$ cat config.mk
export PLATFORM = sky130hd
export DESIGN_NAME = apb_i2s_rx_flat
export DESIGN_NICKNAME = d
export VERILOG_FILES = /design/src/rtl/apb_i2s_rx_if.sv /design/src/rtl/apb_i2s_rx.sv /design/src/flat_wrapper.sv
export SDC_FILE = /design/constraint.sdc
export NUM_CORES = 1
export LEC_CHECK = 0
export CAP_MARGIN = 5
export CORE_MARGIN = 2
export CORE_UTILIZATION = 59
export CTS_CLUSTER_SIZE = 25
export DETAILED_ROUTE_END_ITERATION = 7
export PLACE_DENSITY = 0.82
export SLEW_MARGIN = 20
export SYNTH_ARGS = -nofsm -noshare
export SYNTH_HDL_FRONTEND = slang
export SYNTH_SLANG_ARGS = --single-unit
$ cat constraint.sdc
create_clock -name i_clk -period 3.7 [get_ports i_clk]
set_input_delay 0.925 -clock i_clk [delete_from_list [all_inputs] [get_ports i_clk]]
set_output_delay 0.925 -clock i_clk [all_outputs]
set_load 0.1 [all_outputs]
$ cat src/rtl/apb_i2s_rx_if.sv
`timescale 1ns/1ps
// APB bus bundle for apb_i2s_rx: 6-bit address, 32-bit data, slave always ready.
interface apb_i2s_rx_if;
    logic        psel;
    logic        penable;
    logic        pwrite;
    logic [5:0]  paddr;
    logic [31:0] pwdata;
    logic [31:0] prdata;
    logic        pready;
    logic        pslverr;

    modport master (
        output psel, penable, pwrite, paddr, pwdata,
        input  prdata, pready, pslverr
    );

    modport slave (
        input  psel, penable, pwrite, paddr, pwdata,
        output prdata, pready, pslverr
    );
endinterface

$ cat src/rtl/apb_i2s_rx.sv
`timescale 1ns/1ps
// APB slave that receives Philips I2S stereo words into per-channel FIFOs.
// Optional feature macro: APB_I2S_RX_IRQ_EN adds o_irq and CR.IRQ_EN (bit2).
module apb_i2s_rx #(
    parameter int FIFO_AW     = 2,
    parameter int SYNC_STAGES = 2
) (
    input  logic        i_clk,
    input  logic        i_rst_n,
    apb_i2s_rx_if.slave apb,
    input  logic        i_sck,
    input  logic        i_ws,
    input  logic        i_sd
`ifdef APB_I2S_RX_IRQ_EN
    ,
    output logic        o_irq
`endif
);
    localparam int DEPTH = 1 << FIFO_AW;

    logic [SYNC_STAGES-1:0] sck_sync, ws_sync, sd_sync;
    logic                   sck_s, ws_s, sd_s, sck_d, sck_rise;
    logic                   rx_en, irq_en, ovr, frm;
    logic [31:0]            shift_reg, word_p0;
    logic [5:0]             bit_cnt, cnt_inc;
    logic                   ws_prev, ws_vld, synced;
    logic                   push_l_p0, push_r_p0, frm_p0;
    logic [31:0]            mem [2][DEPTH];
    logic [FIFO_AW:0]       wp [2];
    logic [FIFO_AW:0]       rp [2];
    logic [1:0]             empty, full, push, pop, wr_ok;
    logic [3:0]             reg_sel;
    logic                   rd_acc, wr_acc, cr_wr, clr_err;
    logic                   unused_bits;

    assign sck_s    = sck_sync[SYNC_STAGES-1];
    assign ws_s     = ws_sync[SYNC_STAGES-1];
    assign sd_s     = sd_sync[SYNC_STAGES-1];
    assign sck_rise = rx_en & sck_s & ~sck_d;
    assign cnt_inc  = (bit_cnt == 6'd33) ? 6'd33 : bit_cnt + 6'd1;

    always_ff @(posedge i_clk or negedge i_rst_n) begin
        if (!i_rst_n) begin
            sck_sync <= '0;
            ws_sync  <= '0;
            sd_sync  <= '0;
            sck_d    <= 1'b0;
        end else begin
            sck_sync <= {sck_sync[SYNC_STAGES-2:0], i_sck};
            ws_sync  <= {ws_sync[SYNC_STAGES-2:0], i_ws};
            sd_sync  <= {sd_sync[SYNC_STAGES-2:0], i_sd};
            sck_d    <= sck_s;
        end
    end

    // Bit receiver: a WS change closes the word of the previous channel;
    // words are only trusted once a first WS change has aligned the counter.
    always_ff @(posedge i_clk or negedge i_rst_n) begin
        if (!i_rst_n) begin
            shift_reg <= '0;
            bit_cnt   <= '0;
            ws_prev   <= 1'b0;
            ws_vld    <= 1'b0;
            synced    <= 1'b0;
            push_l_p0 <= 1'b0;
            push_r_p0 <= 1'b0;
            frm_p0    <= 1'b0;
        end else begin
            push_l_p0 <= 1'b0;
            push_r_p0 <= 1'b0;
            frm_p0    <= 1'b0;
            if (!rx_en) begin
                shift_reg <= '0;
                bit_cnt   <= '0;
                ws_vld    <= 1'b0;
                synced    <= 1'b0;
            end else if (sck_rise) begin
                shift_reg <= {shift_reg[30:0], sd_s};
                ws_prev   <= ws_s;
                ws_vld    <= 1'b1;
                if (ws_vld && (ws_s != ws_prev)) begin
                    bit_cnt <= '0;
                    synced  <= 1'b1;
                    if (synced) begin
                        if (cnt_inc == 6'd32) begin
                            push_l_p0 <= ~ws_prev;
                            push_r_p0 <= ws_prev;
                        end else begin
                            frm_p0 <= 1'b1;
                        end
                    end
                end else begin
                    bit_cnt <= cnt_inc;
                end
            end
        end
    end

    always_ff @(posedge i_clk) begin
        if (sck_rise) word_p0 <= {shift_reg[30:0], sd_s};
    end

    // APB decode and FIFO status
    assign reg_sel     = apb.paddr[5:2];
    assign rd_acc      = apb.psel & apb.penable & ~apb.pwrite;
    assign wr_acc      = apb.psel & apb.penable & apb.pwrite;
    assign cr_wr       = wr_acc && (reg_sel == 4'd0);
    assign clr_err     = cr_wr && apb.pwdata[1];
    assign push        = {push_r_p0, push_l_p0};
    assign apb.pready  = 1'b1;
    assign apb.pslverr = 1'b0;
    assign unused_bits = ^{apb.pwdata[31:2], apb.paddr[1:0], shift_reg[31]};

    always_comb begin
        empty = '0;
        full  = '0;
        pop   = '0;
        wr_ok = '0;
        for (int c = 0; c < 2; c++) begin
            empty[c] = (wp[c] == rp[c]);
            full[c]  = (wp[c][FIFO_AW] != rp[c][FIFO_AW]) &&
                       (wp[c][FIFO_AW-1:0] == rp[c][FIFO_AW-1:0]);
            pop[c]   = rd_acc && (reg_sel == ((c == 0) ? 4'd2 : 4'd3)) && !empty[c];
            wr_ok[c] = push[c] && (!full[c] || pop[c]);
        end
    end

    always_ff @(posedge i_clk or negedge i_rst_n) begin
        if (!i_rst_n) begin
            for (int c = 0; c < 2; c++) begin
                wp[c] <= '0;
                rp[c] <= '0;
            end
        end else begin
            for (int c = 0; c < 2; c++) begin
                if (wr_ok[c]) wp[c] <= wp[c] + 1'b1;
                if (pop[c])   rp[c] <= rp[c] + 1'b1;
            end
        end
    end

    always_ff @(posedge i_clk) begin
        for (int c = 0; c < 2; c++) begin
            if (wr_ok[c]) mem[c][wp[c][FIFO_AW-1:0]] <= word_p0;
        end
    end

    // Control/status: a fresh error wins over a same-cycle clear
    always_ff @(posedge i_clk or negedge i_rst_n) begin
        if (!i_rst_n) begin
            rx_en <= 1'b0;
            ovr   <= 1'b0;
            frm   <= 1'b0;
        end else begin
            if (cr_wr) rx_en <= apb.pwdata[0];
            ovr <= (ovr & ~clr_err) | (|(push & full & ~pop));
            frm <= (frm & ~clr_err) | frm_p0;
        end
    end

`ifdef APB_I2S_RX_IRQ_EN
    always_ff @(posedge i_clk or negedge i_rst_n) begin
        if (!i_rst_n) begin
            irq_en <= 1'b0;
            o_irq  <= 1'b0;
        end else begin
            if (cr_wr) irq_en <= apb.pwdata[2];
            o_irq <= irq_en & ((~empty[0] & ~empty[1]) | ovr | frm);
        end
    end
`else
    assign irq_en = 1'b0;
`endif

    always_comb begin
        apb.prdata = '0;
        if (apb.psel && !apb.pwrite) begin
            case (reg_sel)
                4'd0: apb.prdata = {29'd0, irq_en, 1'b0, rx_en};
                4'd1: apb.prdata = {26'd0, frm, ovr, full[1], empty[1], full[0], empty[0]};
                4'd2: if (!empty[0]) apb.prdata = mem[0][rp[0][FIFO_AW-1:0]];
                4'd3: if (!empty[1]) apb.prdata = mem[1][rp[1][FIFO_AW-1:0]];
                default: apb.prdata = '0;
            endcase
        end
    end
endmodule

$ cat src/flat_wrapper.sv
// flat-port wrapper written by rule: the top's interface ports become plain ports
module apb_i2s_rx_flat 
#(
    parameter int FIFO_AW     = 2,
    parameter int SYNC_STAGES = 2
)
  (i_clk, i_rst_n, i_sck, i_ws, i_sd, apb_psel, apb_penable, apb_pwrite, apb_paddr, apb_pwdata, apb_prdata, apb_pready, apb_pslverr);
  apb_i2s_rx_if apb_i ();
  input  logic i_clk;
  input  logic i_rst_n;
  input  logic i_sck;
  input  logic i_ws;
  input  logic i_sd;
  input wire logic [$bits(apb_i.psel)-1:0] apb_psel;
  input wire logic [$bits(apb_i.penable)-1:0] apb_penable;
  input wire logic [$bits(apb_i.pwrite)-1:0] apb_pwrite;
  input wire logic [$bits(apb_i.paddr)-1:0] apb_paddr;
  input wire logic [$bits(apb_i.pwdata)-1:0] apb_pwdata;
  output wire logic [$bits(apb_i.prdata)-1:0] apb_prdata;
  output wire logic [$bits(apb_i.pready)-1:0] apb_pready;
  output wire logic [$bits(apb_i.pslverr)-1:0] apb_pslverr;
  assign apb_i.psel = apb_psel;
  assign apb_i.penable = apb_penable;
  assign apb_i.pwrite = apb_pwrite;
  assign apb_i.paddr = apb_paddr;
  assign apb_i.pwdata = apb_pwdata;
  assign apb_prdata = apb_i.prdata;
  assign apb_pready = apb_i.pready;
  assign apb_pslverr = apb_i.pslverr;
  apb_i2s_rx #(.FIFO_AW(FIFO_AW), .SYNC_STAGES(SYNC_STAGES)) u_core (.i_clk(i_clk), .i_rst_n(i_rst_n), .apb(apb_i), .i_sck(i_sck), .i_ws(i_ws), .i_sd(i_sd));
endmodule
; ---- After elaboration in Yosys (flattened, before gate mapping)
; Memories as Yosys holds them, arrays and structs flattened.
; Index checks and enable logic that the tools add are counted.
[totals]
reg_bits = 97
ram_bits = 256
output_inout_bits = 34
memories = 1
[memory_table]
columns = memory, words, width, rd, rd_ports_with_merged_regs, wr, line_no
row1 = u_core.mem, 2, 128, 2, 0, 2, apb_i2s_rx.sv:28  ; logic [31:0] mem [2][DEPTH];
[classes]
add_sub_neg = 5
n_lt_le_gt_ge = 6
eq_ne = 14
muxes = 44
bitwise_logic = 20
n_reduce_logical = 25
[op_table]
columns = cell, n
row1 = 32-bit 2-to-1 mux, 9
row2 = 128-bit 2-to-1 mux, 2
row3 = 32-bit binary-select mux with 2-bit select, 2
row4 = 32-bit demux with 2-bit select, 2
row5 = 32-bit case mux with 4 select lines, 1
row6 = 31-bit 2-to-1 mux, 2
row7 = 6-bit 2-to-1 mux, 4
row8 = 1-bit 2-to-1 mux, 22
row9 = 1-bit logical AND, 14
row10 = "3-bit by 1-bit adder with 3-bit output, second input constant", 4
row11 = "6-bit equality test, second input constant", 2
row12 = "3-bit greater-or-equal comparator, second input constant", 4
row13 = 2-bit inverter with 3-bit output, 4
row14 = "4-bit by 2-bit equality test with 1-bit output, second input constant", 2
row15 = 1-bit bitwise AND, 7
row16 = "6-bit by 1-bit adder with 6-bit output, second input constant", 1
row17 = 3-bit equality test, 2
row18 = "3-bit by 1-bit less-than comparator with 1-bit output, second input constant", 2
row19 = 1-bit zero test, 5
row20 = 2-bit bitwise AND, 2
row21 = 2-bit equality test, 2
row22 = "4-bit by 1-bit equality test with 1-bit output, second input constant", 1
row23 = 4-bit zero test, 1
row24 = 1-bit inverter, 4
row25 = other kinds (8), 13

; ---- Longest topological paths before layout
[logic_depth]
ltp_word = 8
depth_mapped = 7
depth_no_buf = 6

; ---- Worst setup path before layout
; OpenSTA, ideal clock, no wires.
[synth_path]
kind = input to output
from = input apb_pwrite
to = output apb_prdata[3]
t_arrival_ps = 3694
required_ps = 2775
setup_slack_ps = -919
path_stages = 3
n_path_buf = 0
cell_sequence = nor4b_4 -> nand2_1 -> o31ai_1
[synth_via]
elab_chain_len = 3
[synth_rtl]
columns = element, line_no
row1 = start: declaration, flat_wrapper.sv:16  ; input wire logic [$bits(apb_i.pwrite)-1:0] apb_pwrite;
row2 = 1-bit zero test, apb_i2s_rx.sv:177  ; if (apb.psel && !apb.pwrite) begin
row3 = 1-bit logical AND, apb_i2s_rx.sv:177
row4 = 32-bit 2-to-1 mux, apb_i2s_rx.sv:177
row5 = end: declaration, flat_wrapper.sv:19  ; output wire logic [$bits(apb_i.prdata)-1:0] apb_prdata;
; No other way between the ends.

; ---- Final worst setup path
[layout_path]
from = input apb_paddr[4]
to = output apb_prdata[0]
[layout_via]
elab_chain_len = 3
elab_cells_between_ends = 6
[layout_rtl]
columns = element, line_no
row1 = start: declaration, flat_wrapper.sv:17  ; input wire logic [$bits(apb_i.paddr)-1:0] apb_paddr;
row2 = 4-bit by 2-bit equality test with 1-bit output (tied with other cells), apb_i2s_rx.sv:178  ; case (reg_sel)
row3 = 32-bit case mux with 4 select lines (*), apb_i2s_rx.sv:178
row4 = 32-bit 2-to-1 mux (*), apb_i2s_rx.sv:177
; Mark *: on every way between the ends. The rest lies on a longest branch, timed or not.

==> metrics.txt <==
hold crit path type register to register; largest net degree at the start of global routing 66; clk_lat worst skew 0.52 ns; Yosys reg bits 353; FILL cells 1262; worst setup slack after layout 0.00398 ns; fraction of layout cells with a size suffix above 1 28.7%; Clk pin slew, worst setup/hold paths 0.06 ns; relative slew slack 44.0%; GPL Wtd Cong 0.867; Post-Place Cell Area 15200 µm²; Die ar. 24500 µm²; Final Critical Period 3.70 ns; pin slew with the least headroom to its limit 0.840 ns; CTS buffer count 35; syn_area_per_cell 18.3 µm²; PwrDens 526 nW/µm²; Post-synth EDFFs 288; CTS Root Cell clkbuf_16; synthesized netlist cell count 749; max cap viols 0; Crit path required time 2.77 ns; # IOs 80; fmax 0.271 GHz; Vias/cell 6.47; Nets 887; # setup viols final 0; Worst VDD drop 0.398 mV; status finished clean; final setup TNS 0 ns; design area 16600 µm²; synthesis-to-finish area growth 21.2%; core area 22700 µm²; die span in y 156 µm; CTS tree built; worst path arrival time 2.77 ns; CP Capture Type output pin; Post-Place Worst Slack -0.305 ns; global-route wire length before repair 46500 µm; Reg area 10300 µm²; ys flop type edfxtp_1; HPWL after DPL 15500 µm; Routed Antenna Nets 0; total area of multi-input combinational cells 3510 µm²; Cell Area, Synth 13700 µm²; max FFs per register 256; type of origin of the critical path primary input; vias 7383; Ant. Diodes 0; WL/cell 26.9 µm; Layout Skew 0.0166 ns; DRC Markers 0; max-slew violations 0; Max clock buf depth 3; First-pass DRT Iterations 5; most frequent cells in the layout edfxtp_1 (288), nand2_1 (78), mux4_2 (64); sequential area share after synthesis 75.0%; Synth warnings 0; reg2reg setup slack 1.04 ns; final-report hold violation count 0; Sink Count 353; htree depth 2; hold slack final 0.355 ns; hold_buf cts 0; post-route insts no fill 1141; kind of critical path primary input to output pin; post-synthesis cell type count 58; antenna violations before repair 0; commonest non-fill, non-tap cell in the layout edfxtp_1; Die X 156 µm; worst-path fanout max 7; Routed WL 30700 µm; placed cells 1073; fin crit share 99.9%; gr usage total 26.1%; number of placement rows 55; vias in the first global route 7851; IO Port Bufs 45; total overflow reported by the global router 0; syn_nets 807; Initial DRC Count 930; Initial Util 60.3%; Leakage 5.69 nW; RSZ-0062 raised after global routing yes; fraction of registers with async set/reset 18.4%
==> worst paths after layout <==
path | start | to | depth (start not counted)
worst max-delay path | apb_paddr[4] | apb_prdata[0] | 9
worst min-delay path | u_core.ws_sync[0] | u_core.ws_sync[1] | 0
worst max register to register | u_core.rp[4] | u_core.mem[0][47] | 6
worst min register to register | u_core.ws_sync[0] | u_core.ws_sync[1] | 0
max in group asynchronous | i_rst_n | u_core.rp[3] | 2
min in group asynchronous | i_rst_n | u_core.ws_sync[0] | 2
==> cell type report <==
cell class / instances / area share [%]
inverters: 7 / 0.158
well taps: 285 / 2.15
clock buffers: 54 / 6.31
multi-input cells: 347 / 21.1
repair buffers: 85 / 7.50
clock inverters: 10 / 0.851
flip-flops and latches: 353 / 61.9
==> critical path: stages <==
cell and delay (ns):
dlygate4sd2_1 0.25, or4b_4 0.56, a31oi_4 0.18, buf_12 0.16, buf_8 0.14, a222oi_1 0.08
nor2_1 0.13, buf_4 0.16, buf_12 0.17
==> repair_timing <==
action,4_1_cts,5_1_grt
endpoints found under the setup margin,32,7
gates cloned,2,0
setup buffers,2,0
hold endpoints to repair,0,0
resized for setup,24,1
pin swaps,10,1
==> metrics by stage <==
step	utilization, %	total power, W
3_3_place_gp	67.1	0.00513
5_1_grt	73.1	0.00897
4_1_cts	73.1	0.00875
2_1_floorplan	-	0.00497
6_report	73.1	0.00873
3_5_place_dp	67.1	0.00516
==> power breakdown <==
| group | leakage (nW) | switching [W] | internal (W) |
|---|---|---|---|
| combinational | 1.69 | 0.000381 | 0.000348 |
| clock | 0.580 | 0.00145 | 0.00217 |
| sequential | 3.42 | 0.0000742 | 0.00431 |
==> cell usage after synthesis (3+ instances only) <==
library cell,number,area (µm²)
nand3b_1,3,22.5
ha_1,12,150
a21oi_1,5,25.0
a22o_1,3,26.3
and3_1,3,18.8
buf_2,13,65.1
nand3_1,36,180
xor2_1,11,96.3
inv_1,6,22.5
a31oi_1,6,37.5
a22oi_1,28,210
dfrtp_1,65,1630
clkbuf_1,23,86.3
mux2_2,4,45.0
nand2_1,78,293
mux4_2,64,1440
xnor2_1,9,78.8
nor3b_1,3,22.5
buf_4,4,30.0
and2_1,8,50.1
nor2_1,32,120
edfxtp_1,288,8650
==> logic make-up after synthesis <==
kind of cell	count (synthesis)	synth area share, %
other	2	0.0548
AND/OR/NAND/NOR	180	6.20
AO/OA/AOI/OAI	63	3.70
XOR/XNOR	20	1.28
multiplexers	70	11.0
flip-flops	353	75.0
adder cells (fa/ha/maj)	12	1.10
buffers and inverters	49	1.68
==> layer usage <==
layer / part of all wire (%) / GRT usage [%] / vias up
met4: 2.2 / 7.21 / 0
met2: 54 / 47.3 / 359
met3: 7.0 / 4.40 / 61
li1: - / - / 3096
met1: 37 / 32.8 / 3867
met5: 0 / 0 / -
No activity file was read; power rests on OpenSTA's default activity.
==> edit 1, RTL diff (config.mk and constraints unchanged) <==
Compare `bit_cnt` against `6'd33` with >= in place of ==.
--- a/src/rtl/apb_i2s_rx.sv
+++ b/src/rtl/apb_i2s_rx.sv
@@ -37,7 +37,7 @@
     assign ws_s     = ws_sync[SYNC_STAGES-1];
     assign sd_s     = sd_sync[SYNC_STAGES-1];
     assign sck_rise = rx_en & sck_s & ~sck_d;
-    assign cnt_inc  = (bit_cnt == 6'd33) ? 6'd33 : bit_cnt + 6'd1;
+    assign cnt_inc  = (bit_cnt >= 6'd33) ? 6'd33 : bit_cnt + 6'd1;
 
     always_ff @(posedge i_clk or negedge i_rst_n) begin
         if (!i_rst_n) begin
Formal check against the unedited RTL: same outputs for any inputs over 4 cycles, from zero or initial values and one cycle with i_rst_n low; that may be too few to reach the edited logic, so the function may still have changed.
==> edit 1 against the original RTL <==
Sequential power is essentially flat; setup slack improved by 0.039 ns; non-clock buffer count is 2 higher; sequential cell count did not move; routed wire length is 4.7% lower; area after synthesis about the same; design area shrank 1.7%; critical path depth shrank 1; power down 2.7%; largest power group unchanged.
==> edit 1: results (changes against the original RTL) <==
.. list-table::
   :header-rows: 1

   * - Metric
     - Value
   * - Result of the run
     - complete, no violations
   * - Iter 0 DRT Violations
     - 893 (-4.0%)
   * - Tot GR Track Use
     - 25.2% (-0.92 points)
   * - CP delay by family, top
     - buffers and inverters
   * - Final worst clock skew
     - 0.0101 ns (-0.00652 ns)
   * - Routing usage on met1
     - 32.9% (+0.12 points)
   * - Post-DP HPWL
     - 16,100 um (+4.2%)
   * - Post-layout net count
     - 894 (+0.79%)
   * - Fraction of layout cells with a size suffix above 1
     - 27.3% (-1.4 points)
   * - Weighted congestion at the end of routability-driven global placement
     - 0.821 (-5.4%)
   * - Routed vias
     - 7,343 (-0.54%)
   * - Seq/Total Area, Yosys
     - 75.0% (about the same)
   * - Global-route wire length before repair
     - 45,200 um (-2.9%)
   * - Largest fanout on the critical path
     - 6 (-1)
   * - Clock Root Buffer
     - sky130_fd_sc_hd__clkbuf_16
   * - Number of buffers inserted during clock tree synthesis
     - 34 (-2.9%)
   * - Maximum vdd ir drop
     - 0.372 mV (-6.6%)
   * - Global routing usage on met2
     - 44.8% (-2.5 points)
   * - Max transition margin
     - 30.0% (-14 points)
   * - Gate count after technology mapping
     - 751 (+0.27%)
   * - Fraction of power spent switching nets
     - 21.4% (-0.41 points)
   * - Dpl cells
     - 1,082 (+0.84%)
   * - Leading cell types by total area after synthesis
     - sky130_fd_sc_hd__edfxtp_1, sky130_fd_sc_hd__dfrtp_1, sky130_fd_sc_hd__mux4_2
   * - Clock latency on the worst-skew pair
     - 0.51 ns
   * - Vias in the first global route
     - 7,712 (-1.8%)
   * - Maximum number of pins on one net before global-route repair
     - 39 (-41%)
   * - Commonest cells in the netlist
     - sky130_fd_sc_hd__edfxtp_1, sky130_fd_sc_hd__nand2_1, sky130_fd_sc_hd__dfrtp_1
   * - Via/cell ratio
     - 6.41 (-0.89%)
   * - Global-route track usage on met3
     - 3.60% (-0.80 points)
   * - Cell with the biggest individual delay on the critical path
     - sky130_fd_sc_hd__or4b_4
   * - Total wirelength of the detailed-routed design
     - 29,300 um (-4.7%)
   * - Cell variety after synth
     - 59 (+1.7%)
   * - Arrival time at the worst endpoint
     - 2.73 ns (-0.04 ns)
   * - Leakage power total
     - 5.66 nW (-0.54%)
   * - Worst Setup Slack post-DPL
     - -0.205 ns (+0.0996 ns)
==> edit 1: area by class of cell <==
class,instances,area (um2)
clock buffer,52,1050
clock inverter,9,66.3
sequential,353,10300
timing repair buffer,87,1240
fill,1290,6380
tap,285,357
inverter,11,41.3
multi-input combinational,348,3300
==> edit 1: path summary, 6_finish.rpt <==
check | cells past startpoint | end | slack [ns] | startpoint
max | 8 | apb_prdata[11] | 0.04 | apb_paddr[2]
min | 0 | u_core.sd_sync[1] | 0.36 | u_core.sd_sync[0]
max reg2reg | 3 | u_core.word_p0[26] | 1.09 | u_core.rx_en
min reg2reg | 0 | u_core.sd_sync[1] | 0.36 | u_core.sd_sync[0]
max in group asynchronous | 2 | u_core.shift_reg[8] | 2.47 | i_rst_n
min in group asynchronous | 1 | u_core.bit_cnt[5] | 0.48 | i_rst_n
==> edit 1: cell families after synthesis <==
group / after synthesis / share of synthesized area, %
xor+xnor: 16 / 1.02
flops: 353 / 75.0
buf+inv: 50 / 1.73
mux: 69 / 10.9
other cells: 2 / 0.0548
simple gates: 190 / 6.66
compound gates: 58 / 3.44
fa+ha+maj: 13 / 1.19
==> edit 1: per-layer routing <==
layer  share of wire, %  vias up  routed length, um
li1                   -     3108                  -
met1                 37     3800              10900
met2                 54      373              15800
met3                6.5       62               1910
met4                2.3        0                662
met5                  0        -                  0
==> edit 1: power by group through the flow <==
stage | sequential, mW | clock [mW] | combinational, mW
after global routing | 4.39 | 3.58 | 0.756
final | 4.38 | 3.40 | 0.710
after CTS | 4.38 | 3.44 | 0.717
after detailed placement | 4.46 | 0 | 0.703
after global placement | 4.45 | 0 | 0.680
after floorplan | 4.41 | 0 | 0.544
==> edit 1: worst reg2reg max path: stages (launching register included) <==
cell,delay [ns]
sky130_fd_sc_hd__dfrtp_1,1.03
sky130_fd_sc_hd__nand3b_1,0.42
sky130_fd_sc_hd__inv_2,0.52
sky130_fd_sc_hd__buf_12,0.29
==> edit 1: what timing repair did <==
| action | in CTS | in global routing |
|---|---|---|
| cloned | 0 | 0 |
| setup buffers | 3 | 0 |
| gates resized for setup | 14 | 9 |
| pin swaps | 6 | 3 |
| endpoints found under the setup margin | 32 | 15 |
==> edit 1: stage by stage <==
step                      util [%]  area, um2  power, mW  TNS [ns]  hold slack, ns
final                         71.9      16300       8.50         0           0.361
after global routing          71.9      16300       8.72         0           0.372
after CTS                     71.8      16300       8.54         0           0.366
after detailed placement      66.7      15200       5.16     -3.42           0.352
after global placement        66.7      15200       5.13     -2.48           0.337
after floorplan                  -      13700       4.95     -4.74           0.331
==> edit 2, RTL diff (same settings) <==
Without the edit above. `SYNC_STAGES` is set to 2 in 2 places; all go to 4.
--- a/src/rtl/apb_i2s_rx.sv
+++ b/src/rtl/apb_i2s_rx.sv
@@ -3,7 +3,7 @@
 // Optional feature macro: APB_I2S_RX_IRQ_EN adds o_irq and CR.IRQ_EN (bit2).
 module apb_i2s_rx #(
     parameter int FIFO_AW     = 2,
-    parameter int SYNC_STAGES = 2
+    parameter int SYNC_STAGES = 4
 ) (
     input  logic        i_clk,
     input  logic        i_rst_n,
--- a/src/flat_wrapper.sv
+++ b/src/flat_wrapper.sv
@@ -2,7 +2,7 @@
 module apb_i2s_rx_flat 
 #(
     parameter int FIFO_AW     = 2,
-    parameter int SYNC_STAGES = 2
+    parameter int SYNC_STAGES = 4
 )
   (i_clk, i_rst_n, i_sck, i_ws, i_sd, apb_psel, apb_penable, apb_pwrite, apb_paddr, apb_pwdata, apb_prdata, apb_pready, apb_pslverr);
   apb_i2s_rx_if apb_i ();
Function: changed (Yosys sat finds a counterexample within 10 cycles, from zero or initial values and one cycle with i_rst_n low).
==> edit 2 against the original RTL <==
The run now ends with setup timing left; setup slack got worse by 0.023 ns; critical path depth fell by 2; sequential share of layout area grew 0.14 points; design area rose by 1.2%; area after synthesis grew 1.1%; power decreased by 0.74%; die area increased by 1.1%; worst hold slack got worse by 0.0052 ns; global-route usage grew 0.34 points; cell count rose by 3.6%; routed wire length rose by 0.30%; sequential cell count is 6 higher; critical path type unchanged.
==> edit 2: results (changes against the original RTL) <==
.. list-table::
   :header-rows: 1

   * - Metric
     - Value
   * - Result of the run
     - finished, violations left
   * - Failing checks
     - setup timing
   * - Internal power
     - 6.76 mW (-1.0%)
   * - Leakage power total
     - 5.76 nW (+1.3%)
   * - Setup violation total in the final timing report
     - 6 (+6)
   * - Global-route wire length before repair
     - 47,300 um (+1.7%)
   * - Tot GR Track Use
     - 26.4% (+0.34 points)
   * - Leading cell types by total area after synthesis
     - sky130_fd_sc_hd__edfxtp_1, sky130_fd_sc_hd__dfrtp_1, sky130_fd_sc_hd__mux4_2
   * - Placement row count
     - 56 (+1.8%)
   * - Compound-cell area share of the yosys netlist
     - 3.66% (-0.040 points)
   * - Weighted congestion at the end of routability-driven global placement
     - 0.846 (-2.5%)
   * - Number of buffers inserted during clock tree synthesis
     - 34 (-2.9%)
   * - Proportion of synthesized flip-flops having asynchronous set or reset
     - 19.8% (+1.4 points)
   * - Crit. Startpoint
     - apb_paddr[2]
   * - Sum of negative setup slack
     - -0.0473 ns (-0.0473 ns)
   * - Post-DP HPWL
     - 15,600 um (+1.0%)
   * - Commonest cells in the netlist
     - sky130_fd_sc_hd__edfxtp_1, sky130_fd_sc_hd__nand2_1, sky130_fd_sc_hd__dfrtp_1
   * - Worst Tran Pin Value
     - 0.616 ns (-0.224 ns)
   * - Post-layout net count
     - 895 (+0.90%)
   * - End of the critical path
     - apb_prdata[5]
   * - Final worst clock skew
     - 0.0191 ns (+0.00242 ns)
   * - Worst setup margin
     - -0.0191 ns (-0.0230 ns)
   * - Total wirelength of the detailed-routed design
     - 30,800 um (+0.30%)
   * - Seq/Total Area, Yosys
     - 75.3% (+0.27 points)
   * - Routed vias
     - 7,484 (+1.4%)
   * - Slack of the worst reg-to-reg path
     - 1.17 ns (+0.13 ns)
   * - Fillcell total
     - 1,313 (+4.0%)
   * - Placement-stage cell area
     - 15,500 um2 (+1.5%)
   * - Clock latency on the worst-skew pair
     - 0.52 ns (about the same)
   * - Sequential Area
     - 10,400 um2 (+1.4%)
   * - Maximum number of pins on one net before global-route repair
     - 48 (-27%)
   * - Maximum vdd ir drop
     - 0.286 mV (-28%)
-- edit 2: changes by cell type in the layout (fill, tap and decap cells not counted), moves of 2 or more --
cell	before	now
sky130_fd_sc_hd__clkbuf_8	8	3
sky130_fd_sc_hd__a22oi_1	22	19
sky130_fd_sc_hd__buf_6	1	3
sky130_fd_sc_hd__clkbuf_1	10	4
sky130_fd_sc_hd__buf_16	3	1
sky130_fd_sc_hd__dfrtp_1	63	69
sky130_fd_sc_hd__buf_12	41	46
sky130_fd_sc_hd__clkinv_2	3	9
sky130_fd_sc_hd__a22oi_2	6	9
sky130_fd_sc_hd__clkinv_1	1	4
-- edit 2: kinds of logic (layout without fill, tap and decap cells) --
logic type | count (synthesis) | in the layout
buf+inv | 49 | 157
fa+ha+maj | 12 | 12
other cells | 2 | 2
simple gates | 180 | 180
xor+xnor | 20 | 20
compound gates | 63 | 63
flops | 359 | 359
mux | 70 | 70
-- edit 2: how the worst min path moves through the flow --
stage	cells after the start	end	from	slack (ns)
after floorplan	0	u_core.sck_sync[1]	u_core.sck_sync[0]	0.33
after global placement	0	u_core.sck_sync[3]	u_core.sck_sync[2]	0.33
after detailed placement	0	u_core.sd_sync[3]	u_core.sd_sync[2]	0.34
after CTS	0	u_core.sd_sync[3]	u_core.sd_sync[2]	0.35
after global routing	0	u_core.sd_sync[3]	u_core.sd_sync[2]	0.35
final	0	u_core.sd_sync[3]	u_core.sd_sync[2]	0.35
-- edit 2: metal layers --
metal	up-vias	wire length, um	global-route usage [%]
li1	3121	-	-
met3	81	2080	4.74
met5	-	0	0
met1	3880	11000	33.1
met4	0	1110	9.52
met2	402	16600	46.8
-- edit 2: power groups by stage --
stage	sequential, mW	clock (mW)	combinational [mW]
2_1_floorplan	4.48	0	0.557
3_5_place_dp	4.51	0	0.730
5_1_grt	4.43	3.67	0.814
3_3_place_gp	4.50	0	0.710
4_1_cts	4.42	3.51	0.768
6_report	4.43	3.48	0.762
-- edit 2: through the flow --
step | cells | worst slack (ns)
after floorplan | 755 | -0.512
after global placement | 1112 | -0.191
after detailed placement | 1112 | -0.243
after CTS | 1184 | 0.00968
after global routing | 1182 | -0.106
final | 1182 | -0.0191
-- edit 2: area by class of cell --
| type | instances | area share (%) |
|---|---|---|
| clock inverter | 18 | 0.856 |
| inverter | 7 | 0.156 |
| sequential | 359 | 62.0 |
| multi-input combinational | 347 | 21.0 |
| clock buffer | 44 | 5.84 |
| timing repair buffer | 88 | 7.69 |
| tap | 319 | 2.37 |
-- edit 2: timing repair --
action / 4_1_cts / 5_1_grt
pin swaps: 8 / 7
hold endpoints to repair: 0 / 0
gates cloned: 3 / 0
setup endpoints to repair: 32 / 24
resized for setup: 19 / 7
buffers inserted: 7 / 1
